**src/rtl/sc_backg_sequencer_if.sv**
```systemverilog
// Control/status bundle between the background-type sequencer and the Frogger datapath.
// The sequencer side uses the master modport; the datapath/game side uses slave.
interface sc_backg_sequencer_if;
    logic       SC_BackgSeq_start_InLow;
    logic       SC_BackgSeq_levelcomplete_InHigh;
    logic       SC_BackgSeq_lose_InHigh;
    logic       SC_BackgSeq_tick_InHigh;
    logic       SC_BackgSeq_clear_OutLow;
    logic       SC_BackgSeq_load_OutLow;
    logic [1:0] SC_BackgSeq_shiftselection_OutBUS;
    logic [3:0] SC_BackgSeq_transitioncounter_OutBUS;
    logic       SC_BackgSeq_busy_OutHigh;

    modport master (
        input  SC_BackgSeq_start_InLow,
        input  SC_BackgSeq_levelcomplete_InHigh,
        input  SC_BackgSeq_lose_InHigh,
        input  SC_BackgSeq_tick_InHigh,
        output SC_BackgSeq_clear_OutLow,
        output SC_BackgSeq_load_OutLow,
        output SC_BackgSeq_shiftselection_OutBUS,
        output SC_BackgSeq_transitioncounter_OutBUS,
        output SC_BackgSeq_busy_OutHigh
    );

    modport slave (
        output SC_BackgSeq_start_InLow,
        output SC_BackgSeq_levelcomplete_InHigh,
        output SC_BackgSeq_lose_InHigh,
        output SC_BackgSeq_tick_InHigh,
        input  SC_BackgSeq_clear_OutLow,
        input  SC_BackgSeq_load_OutLow,
        input  SC_BackgSeq_shiftselection_OutBUS,
        input  SC_BackgSeq_transitioncounter_OutBUS,
        input  SC_BackgSeq_busy_OutHigh
    );
endinterface

```
**src/rtl/sc_backg_sequencer.sv**
```systemverilog
// Screen sequencer for the Frogger background-type register: START, transition/level pairs,
// WIN and the losing path. All outputs are registered alongside the state.
module sc_backg_sequencer #(
    parameter int TRANS_TICKS    = 8,
    parameter int TICK_CNT_WIDTH = 4
) (
    input  logic                 SC_RegBACKGTYPE_CLOCK_50,
    input  logic                 SC_RegBACKGTYPE_RESET_InHigh,
    sc_backg_sequencer_if.master bus
);

    typedef enum logic [2:0] {
        ST_INIT,
        ST_LOAD,
        ST_WAIT_START,
        ST_ANIM,
        ST_PLAY,
        ST_LOSE,
        ST_LOSE_WAIT,
        ST_WIN
    } state_t;

    typedef enum logic [1:0] {
        SHIFT_HOLD  = 2'b00,
        SHIFT_LEFT  = 2'b01,
        SHIFT_RIGHT = 2'b10
    } shift_t;

    localparam logic [3:0]                IDX_START = 4'd0;
    localparam logic [3:0]                IDX_WIN   = 4'd9;
    localparam logic [TICK_CNT_WIDTH-1:0] TICK_LAST = TICK_CNT_WIDTH'(TRANS_TICKS);

    logic clk;
    logic rst;
    assign clk = SC_RegBACKGTYPE_CLOCK_50;
    assign rst = SC_RegBACKGTYPE_RESET_InHigh;

    state_t                    state,       state_nxt;
    logic [3:0]                index,       index_nxt;
    logic [TICK_CNT_WIDTH-1:0] tick_cnt,    tick_cnt_nxt;
    logic                      clear_n,     clear_n_nxt;
    logic                      load_n,      load_n_nxt;
    shift_t                    shift,       shift_nxt;
    logic                      busy,        busy_nxt;
    logic                      start_armed, start_armed_nxt;
    logic                      start_evt;

    // A held button counts once: it must be seen released before it can start again.
    assign start_evt = start_armed & ~bus.SC_BackgSeq_start_InLow;

    always_comb begin
        // NOTE: every variable written here gets a default first, so no path can infer a latch.
        state_nxt       = state;
        index_nxt       = index;
        tick_cnt_nxt    = tick_cnt;
        clear_n_nxt     = 1'b1;
        load_n_nxt      = 1'b1;
        shift_nxt       = SHIFT_HOLD;
        busy_nxt        = 1'b0;
        start_armed_nxt = bus.SC_BackgSeq_start_InLow ? 1'b1 : start_armed;

        case (state)
            ST_INIT: begin
                state_nxt  = ST_LOAD;
                index_nxt  = IDX_START;
                load_n_nxt = 1'b0;
            end

            ST_LOAD: begin
                if (index == IDX_START) begin
                    state_nxt = ST_WAIT_START;
                end else if (index == IDX_WIN) begin
                    state_nxt = ST_WIN;
                end else if (index[0]) begin
                    state_nxt    = ST_ANIM;
                    tick_cnt_nxt = '0;
                    busy_nxt     = 1'b1;
                end else begin
                    state_nxt = ST_PLAY;
                end
            end

            ST_WAIT_START: begin
                if (start_evt) begin
                    state_nxt       = ST_LOAD;
                    index_nxt       = 4'd1;
                    load_n_nxt      = 1'b0;
                    start_armed_nxt = 1'b0;
                end
            end

            ST_ANIM: begin
                // The last rotate has already been issued once the count reaches TICK_LAST.
                busy_nxt = 1'b1;
                if (tick_cnt == TICK_LAST) begin
                    state_nxt  = ST_LOAD;
                    index_nxt  = index + 4'd1;
                    load_n_nxt = 1'b0;
                    busy_nxt   = 1'b0;
                end else if (bus.SC_BackgSeq_tick_InHigh) begin
                    shift_nxt    = SHIFT_LEFT;
                    tick_cnt_nxt = tick_cnt + 1'b1;
                end
            end

            ST_PLAY: begin
                if (bus.SC_BackgSeq_lose_InHigh) begin
                    state_nxt   = ST_LOSE;
                    clear_n_nxt = 1'b0;
                end else if (bus.SC_BackgSeq_levelcomplete_InHigh) begin
                    state_nxt  = ST_LOAD;
                    index_nxt  = index + 4'd1;
                    load_n_nxt = 1'b0;
                end
            end

            ST_LOSE: begin
                state_nxt = ST_LOSE_WAIT;
            end

            ST_LOSE_WAIT: begin
                if (start_evt) begin
                    state_nxt       = ST_LOAD;
                    index_nxt       = IDX_START;
                    load_n_nxt      = 1'b0;
                    start_armed_nxt = 1'b0;
                end
            end

            ST_WIN: begin
                // Start wins over a coincident tick so load and shift never overlap.
                if (start_evt) begin
                    state_nxt       = ST_LOAD;
                    index_nxt       = IDX_START;
                    load_n_nxt      = 1'b0;
                    start_armed_nxt = 1'b0;
                end else if (bus.SC_BackgSeq_tick_InHigh) begin
                    shift_nxt = SHIFT_RIGHT;
                end
            end

            default: begin
                state_nxt = ST_INIT;
                index_nxt = IDX_START;
            end
        endcase
    end

    always_ff @(posedge clk or posedge rst) begin
        if (rst) begin
            state       <= ST_INIT;
            index       <= IDX_START;
            tick_cnt    <= '0;
            clear_n     <= 1'b1;
            load_n      <= 1'b1;
            shift       <= SHIFT_HOLD;
            busy        <= 1'b0;
            start_armed <= 1'b1;
        end else begin
            // NOTE: non-blocking assignments so every flop samples the pre-edge values.
            state       <= state_nxt;
            index       <= index_nxt;
            tick_cnt    <= tick_cnt_nxt;
            clear_n     <= clear_n_nxt;
            load_n      <= load_n_nxt;
            shift       <= shift_nxt;
            busy        <= busy_nxt;
            start_armed <= start_armed_nxt;
        end
    end

    assign bus.SC_BackgSeq_clear_OutLow             = clear_n;
    assign bus.SC_BackgSeq_load_OutLow              = load_n;
    assign bus.SC_BackgSeq_shiftselection_OutBUS    = shift;
    assign bus.SC_BackgSeq_transitioncounter_OutBUS = index;
    assign bus.SC_BackgSeq_busy_OutHigh             = busy;

endmodule

```
**src/flat_wrapper.sv**
```systemverilog
// flat-port wrapper written by rule: the top's interface ports become plain ports
module sc_backg_sequencer_flat 
#(
    parameter int TRANS_TICKS    = 8,
    parameter int TICK_CNT_WIDTH = 4
)
  (SC_RegBACKGTYPE_CLOCK_50, SC_RegBACKGTYPE_RESET_InHigh, bus_SC_BackgSeq_start_InLow, bus_SC_BackgSeq_levelcomplete_InHigh, bus_SC_BackgSeq_lose_InHigh, bus_SC_BackgSeq_tick_InHigh, bus_SC_BackgSeq_clear_OutLow, bus_SC_BackgSeq_load_OutLow, bus_SC_BackgSeq_shiftselection_OutBUS, bus_SC_BackgSeq_transitioncounter_OutBUS, bus_SC_BackgSeq_busy_OutHigh);
  sc_backg_sequencer_if bus_i ();
  input  logic SC_RegBACKGTYPE_CLOCK_50;
  input  logic SC_RegBACKGTYPE_RESET_InHigh;
  input wire logic [$bits(bus_i.SC_BackgSeq_start_InLow)-1:0] bus_SC_BackgSeq_start_InLow;
  input wire logic [$bits(bus_i.SC_BackgSeq_levelcomplete_InHigh)-1:0] bus_SC_BackgSeq_levelcomplete_InHigh;
  input wire logic [$bits(bus_i.SC_BackgSeq_lose_InHigh)-1:0] bus_SC_BackgSeq_lose_InHigh;
  input wire logic [$bits(bus_i.SC_BackgSeq_tick_InHigh)-1:0] bus_SC_BackgSeq_tick_InHigh;
  output wire logic [$bits(bus_i.SC_BackgSeq_clear_OutLow)-1:0] bus_SC_BackgSeq_clear_OutLow;
  output wire logic [$bits(bus_i.SC_BackgSeq_load_OutLow)-1:0] bus_SC_BackgSeq_load_OutLow;
  output wire logic [$bits(bus_i.SC_BackgSeq_shiftselection_OutBUS)-1:0] bus_SC_BackgSeq_shiftselection_OutBUS;
  output wire logic [$bits(bus_i.SC_BackgSeq_transitioncounter_OutBUS)-1:0] bus_SC_BackgSeq_transitioncounter_OutBUS;
  output wire logic [$bits(bus_i.SC_BackgSeq_busy_OutHigh)-1:0] bus_SC_BackgSeq_busy_OutHigh;
  assign bus_i.SC_BackgSeq_start_InLow = bus_SC_BackgSeq_start_InLow;
  assign bus_i.SC_BackgSeq_levelcomplete_InHigh = bus_SC_BackgSeq_levelcomplete_InHigh;
  assign bus_i.SC_BackgSeq_lose_InHigh = bus_SC_BackgSeq_lose_InHigh;
  assign bus_i.SC_BackgSeq_tick_InHigh = bus_SC_BackgSeq_tick_InHigh;
  assign bus_SC_BackgSeq_clear_OutLow = bus_i.SC_BackgSeq_clear_OutLow;
  assign bus_SC_BackgSeq_load_OutLow = bus_i.SC_BackgSeq_load_OutLow;
  assign bus_SC_BackgSeq_shiftselection_OutBUS = bus_i.SC_BackgSeq_shiftselection_OutBUS;
  assign bus_SC_BackgSeq_transitioncounter_OutBUS = bus_i.SC_BackgSeq_transitioncounter_OutBUS;
  assign bus_SC_BackgSeq_busy_OutHigh = bus_i.SC_BackgSeq_busy_OutHigh;
  sc_backg_sequencer #(.TRANS_TICKS(TRANS_TICKS), .TICK_CNT_WIDTH(TICK_CNT_WIDTH)) u_core (.SC_RegBACKGTYPE_CLOCK_50(SC_RegBACKGTYPE_CLOCK_50), .SC_RegBACKGTYPE_RESET_InHigh(SC_RegBACKGTYPE_RESET_InHigh), .bus(bus_i));
endmodule
```
**config.mk**
```make
export PLATFORM = sky130hd
export DESIGN_NAME = sc_backg_sequencer_flat
export DESIGN_NICKNAME = d
export VERILOG_FILES = /design/src/rtl/sc_backg_sequencer_if.sv /design/src/rtl/sc_backg_sequencer.sv /design/src/flat_wrapper.sv
export SDC_FILE = /design/constraint.sdc
export NUM_CORES = 1
export LEC_CHECK = 0
export CAP_MARGIN = 5
export CORE_MARGIN = 3
export CORE_UTILIZATION = 50
export DETAILED_ROUTE_END_ITERATION = 8
export GPL_TIMING_DRIVEN = 1
export PLACE_DENSITY_LB_ADDON = 0.1
export SLEW_MARGIN = 40
export SYNTH_ARGS = -nofsm -noshare
export SYNTH_HDL_FRONTEND = slang
export SYNTH_SLANG_ARGS = --single-unit
```
**constraint.sdc**
```tcl
create_clock -name SC_RegBACKGTYPE_CLOCK_50 -period 2 [get_ports SC_RegBACKGTYPE_CLOCK_50]
set_input_delay 0.6 -clock SC_RegBACKGTYPE_CLOCK_50 [delete_from_list [all_inputs] [get_ports SC_RegBACKGTYPE_CLOCK_50]]
set_output_delay 0.6 -clock SC_RegBACKGTYPE_CLOCK_50 [all_outputs]
set_load 0.01 [all_outputs]
```
==> metrics.txt, run 1 <==
status=finished clean; number of clock sinks=17; static leakage=around 0.57 nW; total nets after synthesis=110; type of the most critical hold path=reg2reg; Initial Utilization=0.5622; portion of the post-synthesis area used by sequential elements=0.4193; remaining max-slew budget at the tightest pin=0.7438; number of buffer and inverter stages on the critical path=1; per-cell routed wire length=between 10 and 15 microns; GPL Wtd Cong=a little under 0.9; area share of the leading cell type in the synthesized netlist=0.3423; cell types with the largest area share after synthesis=dfrtp_1 (34%), dfstp_2 (7.7%), ha_1 (6.1%), inv_1 (3.7%), o21ai_0 (3.4%); number of core rows=15; net count of the finished layout=138; Worst Clk Skew=0.002999 ns; Max rail drop VDD=0.7576 mV; count of warnings emitted by yosys=0; post-route fraction of the period consumed by the critical path=0.9709; total instance count after detailed placement=144; Final ANT Viol Nets=0; netlist area before placement=about 1000 sq um; wire length of the first global-routing pass=between 4000 and 5000 microns; CTS tree=yes; Arrival @ worst endpoint=1.34 ns; count of boundary I/O pins=15; total via count after detailed routing=841; flip-flop and latch count after synthesis=17; share of post-route cells with drive strength above 1=0.2460; number of max-slew violations in the final report=0; Largest delay share family, worst path=buffers and inverters; number of synthesized flops with an enable pin=0; Tightest Pin Transition=0.3843 ns; maximum number of pins on one net before global-route repair=18; number of diodes=0; drt initial violations=20; power density over the cells=1371 nW/um^2; height of the chip=51.25 microns; final number of hold-violating endpoints=0; worst-skew pair later-pin latency=0.29 ns; synthesized area per cell=10.34 sq um; total global-route track usage=0.2027; max frequency=515.0 MHz; maxcap violations=0; deepest clock path buffer count=2; power after layout=1.766 mW; cells along the critical path=clkdlybuf4s50_1; Post-synth top flop=dfrtp_1; Setup crit end kind=output port; Slowest-stage cell, CP=clkdlybuf4s50_1; clock buffers created by TritonCTS=3; library cell with the largest summed area after synthesis=dfrtp_1; worst setup slack after layout=0.05819 ns; Finished Core Util=0.7079; worst-path fanout max=7; worst slack at placement=-0.03258 ns; most frequent cells after synthesis=dfrtp_1 (14), inv_1 (10), o21ai_0 (7); Port-buffer cells=14; final setup violation count=0; Total Wirelength=2246 microns; Setup crit start kind=flip-flop; area fraction in compound gates after synthesis=0.2262; simple-gate share of the synthesized area=0.2029; non-filler instance count after layout=151; H-tree depth=1; share of flip-flops with an asynchronous set or reset=1.000; delay contributed by the slowest stage of the critical path=between 0.5 and 0.6 ns; CP required=1.40 ns; gate count after technology mapping=99; main combinational cell family by area after synthesis=compound AO/OA/AOI/OAI gates; post-synthesis mux area share=0.01956; RSZ-0062 raised after global routing=no; final HPWL from detailed placement=1621 microns; top-count cell post-synth=dfrtp_1; fraction of the mapped netlist area in adder cells=0.06112; clock-pin slew reported for the worst setup and hold paths after clock tree synthesis=approximately 0.1 ns; post-synthesis share of cell area spent on xor and xnor gates=0.008557; overflow left after global routing=0; via count of the first global-routing pass=886; library cells used by synthesis=between 40 and 50; width of the die=51.25 microns; die footprint=2626 sq um; Vias/cell=5.570; antenna violations before repair=0; area of the core region=1821 sq um; number of remaining DRC errors=0; minimum clock period=between 1.5 and 2 ns; Clock Tree Root=clkbuf_4; drt pass-1 iters=4; kind of critical path=reg2out; P&R area growth vs syn=25.92%
## cell type report
type | count | area [sq um]
fillers | 145 | 531.8
multi-input cells | 68 | 530.5
flip-flops and latches | 17 | 431.7
repair buffers | 25 | 222.7
inverters | 12 | 45.04
well taps | 25 | 31.28
clock buffers | 3 | 22.52
clock inverters | 1 | 5.005
## registers in the layout, indices dropped and copies added (netlist names)
signal and cells:
u_core.bus.SC_BackgSeq_load_OutLow 1, u_core.bus.SC_BackgSeq_busy_OutHigh 1, u_core.start_armed 1, u_core.bus.SC_BackgSeq_transitioncounter_OutBUS 4, u_core.bus.SC_BackgSeq_shiftselection_OutBUS 2, u_core.tick_cnt 4
u_core.bus.SC_BackgSeq_clear_OutLow 1, u_core.state 3
## routing by layer
metal,track usage,vias to the layer above,part of all wire
met4,0.06987,0,0.0053
met3,0.04082,2,0.068
met2,0.3326,26,0.49
li1,-,419,-
met1,0.2652,394,0.44
met5,0,-,0
## through the flow
stage	TNS, ns	instance area (sq um)	hold slack, ns
floorplan	0	1023	0.5057
global placement	-0.01508	1236	0.5364
detailed placement	-0.04739	1236	0.5444
CTS	0	1265	0.5687
global route	0	1289	0.6256
finish	0	1289	0.5654
## placed cells by master (no fill, tap or decap), types with 2 or more instances in the layout
| cell type | count |
|---|---|
| dfstp_2 | 3 |
| dfrtp_2 | 2 |
| nand3_1 | 6 |
| a22o_1 | 2 |
| o21ai_0 | 7 |
| clkdlybuf4s50_1 | 14 |
| o2bb2ai_1 | 2 |
| dfrtp_1 | 12 |
| nor3b_1 | 2 |
| ha_1 | 5 |
| inv_1 | 10 |
| nand3b_1 | 2 |
| buf_4 | 11 |
| nor2_1 | 2 |
| a31oi_1 | 2 |
| clkbuf_4 | 3 |
| inv_2 | 2 |
| mux2i_1 | 2 |
| nand2_1 | 5 |
| a21oi_1 | 4 |
## worst paths after layout
| path | start | end | slack, ns | cells past startpoint |
|---|---|---|---|---|
| max in group asynchronous | SC_RegBACKGTYPE_RESET_InHigh | u_core.start_armed | 1.14 | 3 |
| setup reg to reg | flip-flop | u_core.tick_cnt[2] | 0.27 | 6 |
| setup / recovery | flip-flop | bus_SC_BackgSeq_transitioncounter_OutBUS[2] | 0.06 | 1 |
| min in group asynchronous | SC_RegBACKGTYPE_RESET_InHigh | asynchronous set/reset pin | 0.61 | 3 |
| hold / removal | u_core.tick_cnt[1] | u_core.tick_cnt[1] | 0.57 | 1 |
| hold reg to reg | u_core.tick_cnt[1] | u_core.tick_cnt[1] | 0.57 | 1 |
## cells by family after synthesis
| family | count (synthesis) |
|---|---|
| DFF | 17 |
| xor gates and xnor gates | 1 |
| muxes | 2 |
| AOI/OAI and AO/OA | 29 |
| buffers and inverters | 14 |
| adders and majority gates | 5 |
| and+or+nand+nor | 31 |
## report_power, final
part           switching [mW]  internal (mW)
logic                   0.471          0.498
registers               0.145          0.469
clock network           0.108         0.0742
total                   0.725           1.04
## repair_timing
item                       in CTS  in global routing
cloned                          0                  0
resized for setup               1                  1
hold buffers                    0                  0
setup endpoints to repair       1                  2
buffers inserted                0                  3
Power figures use the tool's default switching activity.
==> run 2, diff against run 1 <==
--- a/config.mk
+++ b/config.mk
@@ -9,9 +9,10 @@
 export CORE_MARGIN = 3
 export CORE_UTILIZATION = 50
 export DETAILED_ROUTE_END_ITERATION = 8
-export GPL_TIMING_DRIVEN = 1
+export GPL_TIMING_DRIVEN = 0
 export PLACE_DENSITY_LB_ADDON = 0.1
 export SLEW_MARGIN = 40
 export SYNTH_ARGS = -nofsm -noshare
 export SYNTH_HDL_FRONTEND = slang
 export SYNTH_SLANG_ARGS = --single-unit
+export TNS_END_PERCENT = 100
==> metrics.txt, run 2 (same netlist as run 1, synthesis figures left out) <==
Tightest Pin Transition=0.6242 ns; placement-stage cell area=approximately 1200 sq um; worst-path fanout max=11; drt pass-1 iters=4; H-tree depth=1; type of the most critical hold path=reg2reg; commonest non-fill, non-tap cells in the layout=clkdlybuf4s50_1 (14), dfrtp_1 (12), inv_1 (10); kind of critical path=reg2out; total instance count after detailed placement=138; post-route fraction of the period consumed by the critical path=0.9774; Non-Filler Cell Area, Final=about 1200 sq um; sum of negative setup slack=0 ns; number of clock sinks=17; remaining max-slew budget at the tightest pin=0.5834; antenna violations before repair=0; die footprint=2626 sq um; share of post-route cells with drive strength above 1=0.1880; worst-skew pair later-pin latency=0.29 ns; Arrival @ worst endpoint=1.35 ns; GPL Wtd Cong=~0.84; register cell area after layout=431.7 sq um; net count of the finished layout=approximately 130; Final ANT Viol Nets=0; Multi-input gate area=~530 sq um; Max rail drop VDD=roughly 0.75 mV; total global-route track usage=0.1760; width of the die=about 51 microns; P&R area growth vs syn=19.68%; number of max-slew violations in the final report=0; per-cell routed wire length=14.33 microns; final number of hold-violating endpoints=0; Largest delay share family, worst path=buffers and inverters; via count of the first global-routing pass=approximately 840; drt initial violations=12; most common cell after layout, fill and taps aside=clkdlybuf4s50_1; GR Layer Usage met3=0.02915; non-filler instance count after layout=142; final HPWL from detailed placement=1499 microns; depth of the worst register-to-register path=6; # hold bufs at CTS=0; deepest clock path buffer count=2; number of buffer and inverter stages on the critical path=1; layout filler cell count=146; Vias/cell=5.690; height of the chip=51.25 microns; Total Wirelength=2035 microns; Worst Clk Skew=0.005927 ns; Setup crit end kind=output port; status=finished clean; count of boundary I/O pins=15; layer with the highest usage after global routing=met2; met1 track demand over resource in global routing=0.2220; CP required=1.40 ns; max frequency=511.6 MHz; CTS tree=yes; Slowest-stage cell, CP=clkdlybuf4s50_1; static leakage=about 0.53 nW; number of core rows=15; cells along the critical path=clkdlybuf4s50_1; number of diodes=0; overflow left after global routing=0; Clock Tree Root=clkbuf_4; number of remaining DRC errors=0; met2 Usage GRT=0.2940; Setup crit start kind=flip-flop; Initial Utilization=0.5622; maximum number of pins on one net before global-route repair=18; final setup violation count=0; Finished Core Util=0.6729; wire length of the first global-routing pass=approximately 3600 microns; maxcap violations=0; worst slack at placement=-0.1009 ns; worst setup slack after layout=0.04516 ns; clock buffers created by TritonCTS=3; area of the core region=1821 sq um; Port-buffer cells=14; cell count along the critical path=1; Hold Path Cell Cnt=1; clock-pin slew reported for the worst setup and hold paths after clock tree synthesis=~0.11 ns; total via count after detailed routing=808; minimum clock period=approximately 2 ns; RSZ-0062 raised after global routing=no; power density over the cells=1367 nW/um^2; delay contributed by the slowest stage of the critical path=~0.57 ns
## run 2: changes by cell type in the layout (fill, tap and decap cells not counted), sizes merged
cell,before,now
buf,11,2
## run 2: repair_timing
item	CTS	global route
endpoints found under the setup margin	1	1
buffers inserted	0	0
resized for setup	1	1
## run 2: worst reg2reg max path, cell delays in order (launching register included)
cell       delay (ns)
dfrtp_2          0.49
inv_1            0.13
ha_1             0.23
mux2i_1          0.18
o2111ai_1        0.23
and2_4           0.22
a211o_1          0.28
## run 2: cell type report
cell class | count | area share
Tap cell | 25 | 0.02554
Clock inverter | 1 | 0.004086
Buffer | 2 | 0.01532
Sequential cell | 17 | 0.3524
Clock buffer | 3 | 0.01839
Multi-Input combinational cell | 68 | 0.4331
Timing Repair Buffer | 14 | 0.1144
Inverter | 12 | 0.03677
## run 2: power by group
part	internal [mW]	switching (mW)	leakage (nW)
registers	0.470	0.116	0.211
clock network	0.0743	0.113	0.0177
logic	0.430	0.472	0.298
## run 2: worst paths after layout
kind,from,end,slack (ns)
max,flip-flop,bus_SC_BackgSeq_transitioncounter_OutBUS[0],0.05
min,u_core.tick_cnt[3],u_core.tick_cnt[3],0.57
max reg2reg,flip-flop,u_core.tick_cnt[2],0.13
min reg2reg,u_core.tick_cnt[3],u_core.tick_cnt[3],0.57
max in group asynchronous,SC_RegBACKGTYPE_RESET_InHigh,asynchronous set/reset pin,0.88
min in group asynchronous,SC_RegBACKGTYPE_RESET_InHigh,u_core.state[2],0.68
## run 2: through the flow
step,hold WS (ns),power [mW]
after floorplan,0.5057,1.239
after global placement,0.5386,1.465
after detailed placement,0.5482,1.483
after CTS,0.5734,1.678
after global routing,0.6096,1.812
final,0.5697,1.674
## run 2: per-layer routing
metal,up-vias,wire length (microns)
met3,4,86
met4,0,34
met1,387,959
met5,-,0
li1,398,-
met2,19,954
==> variant 1: new RTL, settings of run 2 <==
`TICK_CNT_WIDTH` is set to 4 in 2 places; all go to 6.
--- a/src/rtl/sc_backg_sequencer.sv
+++ b/src/rtl/sc_backg_sequencer.sv
@@ -2,7 +2,7 @@
 // WIN and the losing path. All outputs are registered alongside the state.
 module sc_backg_sequencer #(
     parameter int TRANS_TICKS    = 8,
-    parameter int TICK_CNT_WIDTH = 4
+    parameter int TICK_CNT_WIDTH = 6
 ) (
     input  logic                 SC_RegBACKGTYPE_CLOCK_50,
     input  logic                 SC_RegBACKGTYPE_RESET_InHigh,
--- a/src/flat_wrapper.sv
+++ b/src/flat_wrapper.sv
@@ -2,7 +2,7 @@
 module sc_backg_sequencer_flat 
 #(
     parameter int TRANS_TICKS    = 8,
-    parameter int TICK_CNT_WIDTH = 4
+    parameter int TICK_CNT_WIDTH = 6
 )
   (SC_RegBACKGTYPE_CLOCK_50, SC_RegBACKGTYPE_RESET_InHigh, bus_SC_BackgSeq_start_InLow, bus_SC_BackgSeq_levelcomplete_InHigh, bus_SC_BackgSeq_lose_InHigh, bus_SC_BackgSeq_tick_InHigh, bus_SC_BackgSeq_clear_OutLow, bus_SC_BackgSeq_load_OutLow, bus_SC_BackgSeq_shiftselection_OutBUS, bus_SC_BackgSeq_transitioncounter_OutBUS, bus_SC_BackgSeq_busy_OutHigh);
   sc_backg_sequencer_if bus_i ();
Check against the original RTL: same outputs for any inputs over 10 cycles, from zero or initial values and one cycle with SC_RegBACKGTYPE_RESET_InHigh high; that may be too few to reach the edited logic, so the function may still have changed.
==> variant 1 against run 2 <==
- synthesized area is 17% higher
- sequential share of layout area fell by 2.1 points
- routed wire length is 24% higher
- setup slack got worse by 34 ps
- via count up 24%
- sequential cell count up 2
- cell count up 22%
- cell area increased by 18%
- total power is 22% higher
==> variant 1: results (changes against run 2) <==
** Status
- Status :: complete, no violations

** Route
- Initial DRC count :: 37 (+25)
- Average via count per standard cell :: 5.809 (+2.1%)
- The via total after detailed routing came to 1005 (+24%).
- First drt pass iteration count :: 4 (unchanged)
- Mean routed wirelength per cell :: 14.62 um (+2.0%)

** Place
- The post-DP HPWL is 1871 um (+25%).
- The count of buffers from port buffering came to 14 (unchanged).
- Pre-CTS setup slack :: -267.4 ps (-166.5 ps)
- The count of placed standard cells including taps came to 165 (+20%).
- GPL Wtd Cong :: 0.8654 (+3.4%)

** GRT
- Wire length of the first global-routing pass :: 4071 um (+14%)
- The initial antenna violation count is 0 (unchanged).
- Total track usage :: 0.1877 (+0.01168)
- The largest net degree at the start of global routing was 20 (+2).
- Vias in the first global route :: 935 (+12%)

** Worst setup path
- The maximum fanout count along the critical path is 3 (-8).
- The largest stage delay on the critical path is 490 ps (-80 ps).
- Gate family responsible for the most delay along the worst path :: simple AND/OR/NAND/NOR gates

** Clock network
- The clock transition at the registers of the reported paths was 110 ps (about the same).
- Clock insertion delay at the later pin of the skew report :: 290 ps (about the same)

** Yosys
- The area share of the largest cell type after synthesis is 0.3358 (-0.006517).
- For this run, the leading register cell type out of synthesis is dfrtp_1.
- The count of yosys warnings during synthesis was 0 (unchanged).
- The synthesized area per cell came to 9.694 um2 (-6.2%).
- Syn nets :: 134 (+22%)
- The sequential area share after synthesis is 0.4019 (-0.01743).
- By area the synthesized netlist is led by dfrtp_1, dfstp_2, ha_1, nand3_1, o21ai_0.
- Share of flip-flops with an asynchronous set or reset after synthesis :: 1.000 (unchanged)
- The count of cell types in the netlist was 49 (+8.9%).
- Sorting the synthesized cells by how often they occur yields dfrtp_1, inv_1, nand2_1, nand3_1, o21ai_0.

** Power and ir drop
- Cell-internal power :: 1.181 mW (+21%)
- Reported leakage power :: 0.6164 nW (+17%)
- Worst voltage drop across the vdd grid :: 772.3 uV (+3.6%)

** Finish
- Nets :: 157 (+22%)
- The fraction of layout instances using a drive strength above 1 is 0.1862 (-0.001827).
- Max FFs per register :: 6
- The filler cell count in the final layout is 178 (+22%).

** Worst hold path
- Kind of path behind the tightest hold check :: flop to flop

** STA
- The normalized max-slew margin is 0.5344 (-0.04898).
- Post-Route Skew :: 10.58 ps (+4.653 ps)
==> variant 1: timing repair <==
action / 4_1_cts / 5_1_grt
resized for setup: 1 / 7
endpoints found under the setup margin: 4 / 11
pin swaps: 0 / 1
hold buffers: 0 / 0
setup buffers: 0 / 4
cloned: 0 / 0
==> variant 1: through the flow <==
| stage | hold WS (ps) | setup TNS [ps] | area (um2) |
|---|---|---|---|
| floorplan | 503.0 | 0 | 1192 |
| global placement | 512.7 | -1113 | 1368 |
| detailed placement | 524.1 | -1170 | 1368 |
| CTS | 540.0 | 0 | 1400 |
| global route | 558.2 | -30.28 | 1446 |
| finish | 535.3 | 0 | 1446 |
==> variant 1: final timing paths <==
| path | slack, ps | cells after the start | end | from |
|---|---|---|---|---|
| min in group asynchronous | 720 | 2 | async pin | SC_RegBACKGTYPE_RESET_InHigh |
| min reg2reg | 540 | 1 | u_core.start_armed | u_core.start_armed |
| max reg2reg | 120 | 7 | u_core.tick_cnt[1] | flop |
| max in group asynchronous | 830 | 2 | u_core.tick_cnt[3] | SC_RegBACKGTYPE_RESET_InHigh |
| max | 10 | 5 | flop | bus_SC_BackgSeq_levelcomplete_InHigh |
| min | 540 | 1 | u_core.start_armed | u_core.start_armed |
==> variant 1: cell families (layout without fill, tap and decap cells) <==
group / count (synthesis) / count (layout) / share of synthesized area
multiplexers: 1 / 1 / 0.008395
AND/OR/NAND/NOR: 45 / 45 / 0.2519
buffers and inverters: 15 / 37 / 0.06085
XOR/XNOR: 1 / 1 / 0.007347
AO/OA/AOI/OAI: 37 / 37 / 0.2172
adder cells (fa/ha/maj): 5 / 5 / 0.05247
flip-flops: 19 / 19 / 0.4019
==> variant 1: worst register-to-register path, cell delays in order (launching register included) <==
cell and delay (ps):
dfrtp_1 450, buf_2 200, inv_1 90, ha_1 200
or3b_1 410, o2111ai_2 170, nand2_2 140, o21ai_0 160
==> variant 1: layer usage <==
metal / vias to the layer above / global-route usage / part of all wire
li1: 496 / - / -
met5: - / 0 / 0
met2: 20 / 0.2835 / 0.50
met4: 0 / 0.07054 / 0.0036
met1: 487 / 0.2632 / 0.45
met3: 2 / 0.03542 / 0.049
==> variant 1: power by group through the flow <==
stage	sequential, mW	combinational, mW	clock [mW]
2_1_floorplan	0.664	0.788	0
5_1_grt	0.684	1.32	0.210
3_3_place_gp	0.661	1.08	0
4_1_cts	0.661	1.12	0.196
6_report	0.662	1.19	0.188
3_5_place_dp	0.667	1.10	0
==> variant 1: final cells by class <==
type                    instances  area [um2]  area share
multi-input cells              89       659.4      0.4559
flip-flops and latches         19       479.2      0.3313
repair buffers                 18       172.7      0.1194
inverters                      10       37.54     0.02595
plain buffers                   5       36.28     0.02509
well taps                      28       35.03     0.02422
clock buffers                   4       26.28     0.01817
==> variant 2: new RTL, config.mk and constraints of run 2 <==
Without the edit above. Encoding of `state_t`: now one-hot (8 bits for 8 states).
--- a/src/rtl/sc_backg_sequencer.sv
+++ b/src/rtl/sc_backg_sequencer.sv
@@ -9,15 +9,15 @@
     sc_backg_sequencer_if.master bus
 );
 
-    typedef enum logic [2:0] {
-        ST_INIT,
-        ST_LOAD,
-        ST_WAIT_START,
-        ST_ANIM,
-        ST_PLAY,
-        ST_LOSE,
-        ST_LOSE_WAIT,
-        ST_WIN
+    typedef enum logic [7:0] {
+        ST_INIT       = 8'b00000001,
+        ST_LOAD       = 8'b00000010,
+        ST_WAIT_START = 8'b00000100,
+        ST_ANIM       = 8'b00001000,
+        ST_PLAY       = 8'b00010000,
+        ST_LOSE       = 8'b00100000,
+        ST_LOSE_WAIT  = 8'b01000000,
+        ST_WIN        = 8'b10000000
     } state_t;
 
     typedef enum logic [1:0] {
Check against the original RTL: same outputs for any inputs over 10 cycles, from zero or initial values and one cycle with SC_RegBACKGTYPE_RESET_InHigh high; not proved beyond that.
==> variant 2 against run 2 <==
- cell area up 26%
- synthesized area up 28%
- combinational power down 43%
- total power down 22%
- sequential power up 0.9%
- sequential share of layout area up 1.0 points
- sequential cell count up 5
- setup slack better by 29 ps
- routed wire length up 25%
- critical path type unchanged
- largest cell class unchanged
- largest power group is now sequential cells
==> variant 2: results (changes against run 2) <==
** GRT
- Met3 usage in global routing :: 0.02262 (-0.006530)
- Met1 usage :: 0.2285 (+0.006472)
- The met2 capacity usage during global routing came to 0.2724 (-0.02156).
- Maximum number of pins on one net before global-route repair :: 23 (+5)
- The wire length of the first global-routing pass came to 4326 um (+21%).
- Vias in the first global route :: 955 (+14%)
- The total global routing track utilization is 0.1663 (-0.009725).

** Route
- Met2 wirelength from detailed routing :: 1195 um (+25%)
- The violation count after the first detailed-routing iteration was 31 (+19).
- WL met3 :: 119 um (+38%)
- The mean routed wirelength per cell is 14.28 um (-0.35%).
- Post-route met1 wirelength :: 1209 um (+26%)

** Power and ir drop
- Proportion of power drawn by the clock network :: 0.157 (+0.045)
- The maximum ir drop on the vdd rail is 533.6 uV (-28%).
- The net switching component of the power is 0.4590 mW (-35%).
- The power density of the placed cells was 850.5 nW/um2 (-38%).
- Reported leakage power :: 0.7076 nW (+34%)
- Sequential share of power :: 0.450 (+0.100)

** Worst hold path
- Worst Hold Path EP :: u_core.start_armed
- Critical hold path startpoint :: u_core.start_armed

** Place
- Pre-CTS setup slack :: -261.9 ps (-161.0 ps)
- The post-DP HPWL is 1879 um (+25%).
- GPL Wtd Cong :: 0.8301 (-0.86%)

** Finish
- Number of fill cells in the layout :: 204 (+40%)
- Nets :: 162 (+26%)
- Share of final-layout standard cells stronger than drive strength 1 :: 0.2067 (+0.01863)

** Yosys
- By area the synthesized netlist is led by dfrtp_1, dfstp_2, ha_1, nand2_1, nor2b_1.
- The post-synth net total came to 141 (+28%).
- Sorting the synthesized cells by how often they occur yields dfrtp_1, nand2_1, nor2_1.

** Status
- Status :: complete, no violations

** Worst setup path
- The maximum fanout count along the critical path was 8 (-3).

** STA
- The slew at the pin closest to its max-slew limit was 468.8 ps (-155.4 ps).
[variant 2: kinds of logic after synthesis]
logic type,count (synthesis),share of synthesized area
XOR/XNOR,3,0.02006
adder cells (fa/ha/maj),5,0.04776
buffers and inverters,13,0.05540
multiplexers,3,0.02769
flip-flops,22,0.4241
AND/OR/NAND/NOR,56,0.2636
AO/OA/AOI/OAI,28,0.1614
[variant 2: worst max path at each step]
| stage | startpoint | endpoint | slack, ps | depth (start not counted) |
|---|---|---|---|---|
| after floorplan | u_core.state[6] | flop | 360 | 6 |
| after global placement | bus_SC_BackgSeq_lose_InHigh | flop | -270 | 6 |
| after detailed placement | bus_SC_BackgSeq_lose_InHigh | flop | -260 | 6 |
| after CTS | u_core.bus.SC_BackgSeq_load_OutLow | bus_SC_BackgSeq_load_OutLow | 20 | 1 |
| after global routing | u_core.state[3] | u_core.tick_cnt[2] | -80 | 6 |
| final | flop | bus_SC_BackgSeq_transitioncounter_OutBUS[0] | 70 | 1 |
[variant 2: final cells by class]
type	instances	area, um2	share of cell area
buffer	7	50.05	0.03247
sequential	22	559.3	0.3628
tap	28	35.03	0.02273
multi-input combinational	95	688.2	0.4464
inverter	6	22.52	0.01461
clock buffer	4	26.28	0.01705
timing repair buffer	16	160.2	0.1039
[variant 2: what timing repair did]
action,CTS,global route
endpoints found under the setup margin,1,10
buffers inserted,0,2
resized for setup,1,6
[variant 2: per-stage QoR]
| stage | hold WS, ps | util | instance area (um2) | std cells |
|---|---|---|---|---|
| detailed placement | 510.6 | 0.6348 | 1485 | 172 |
| finish | 524.4 | 0.6588 | 1541 | 178 |
| global placement | 495.9 | 0.6348 | 1485 | 172 |
| floorplan | 490.6 | - | 1310 | 130 |
| CTS | 528.5 | 0.6465 | 1513 | 176 |
| global route | 536.1 | 0.6588 | 1541 | 178 |
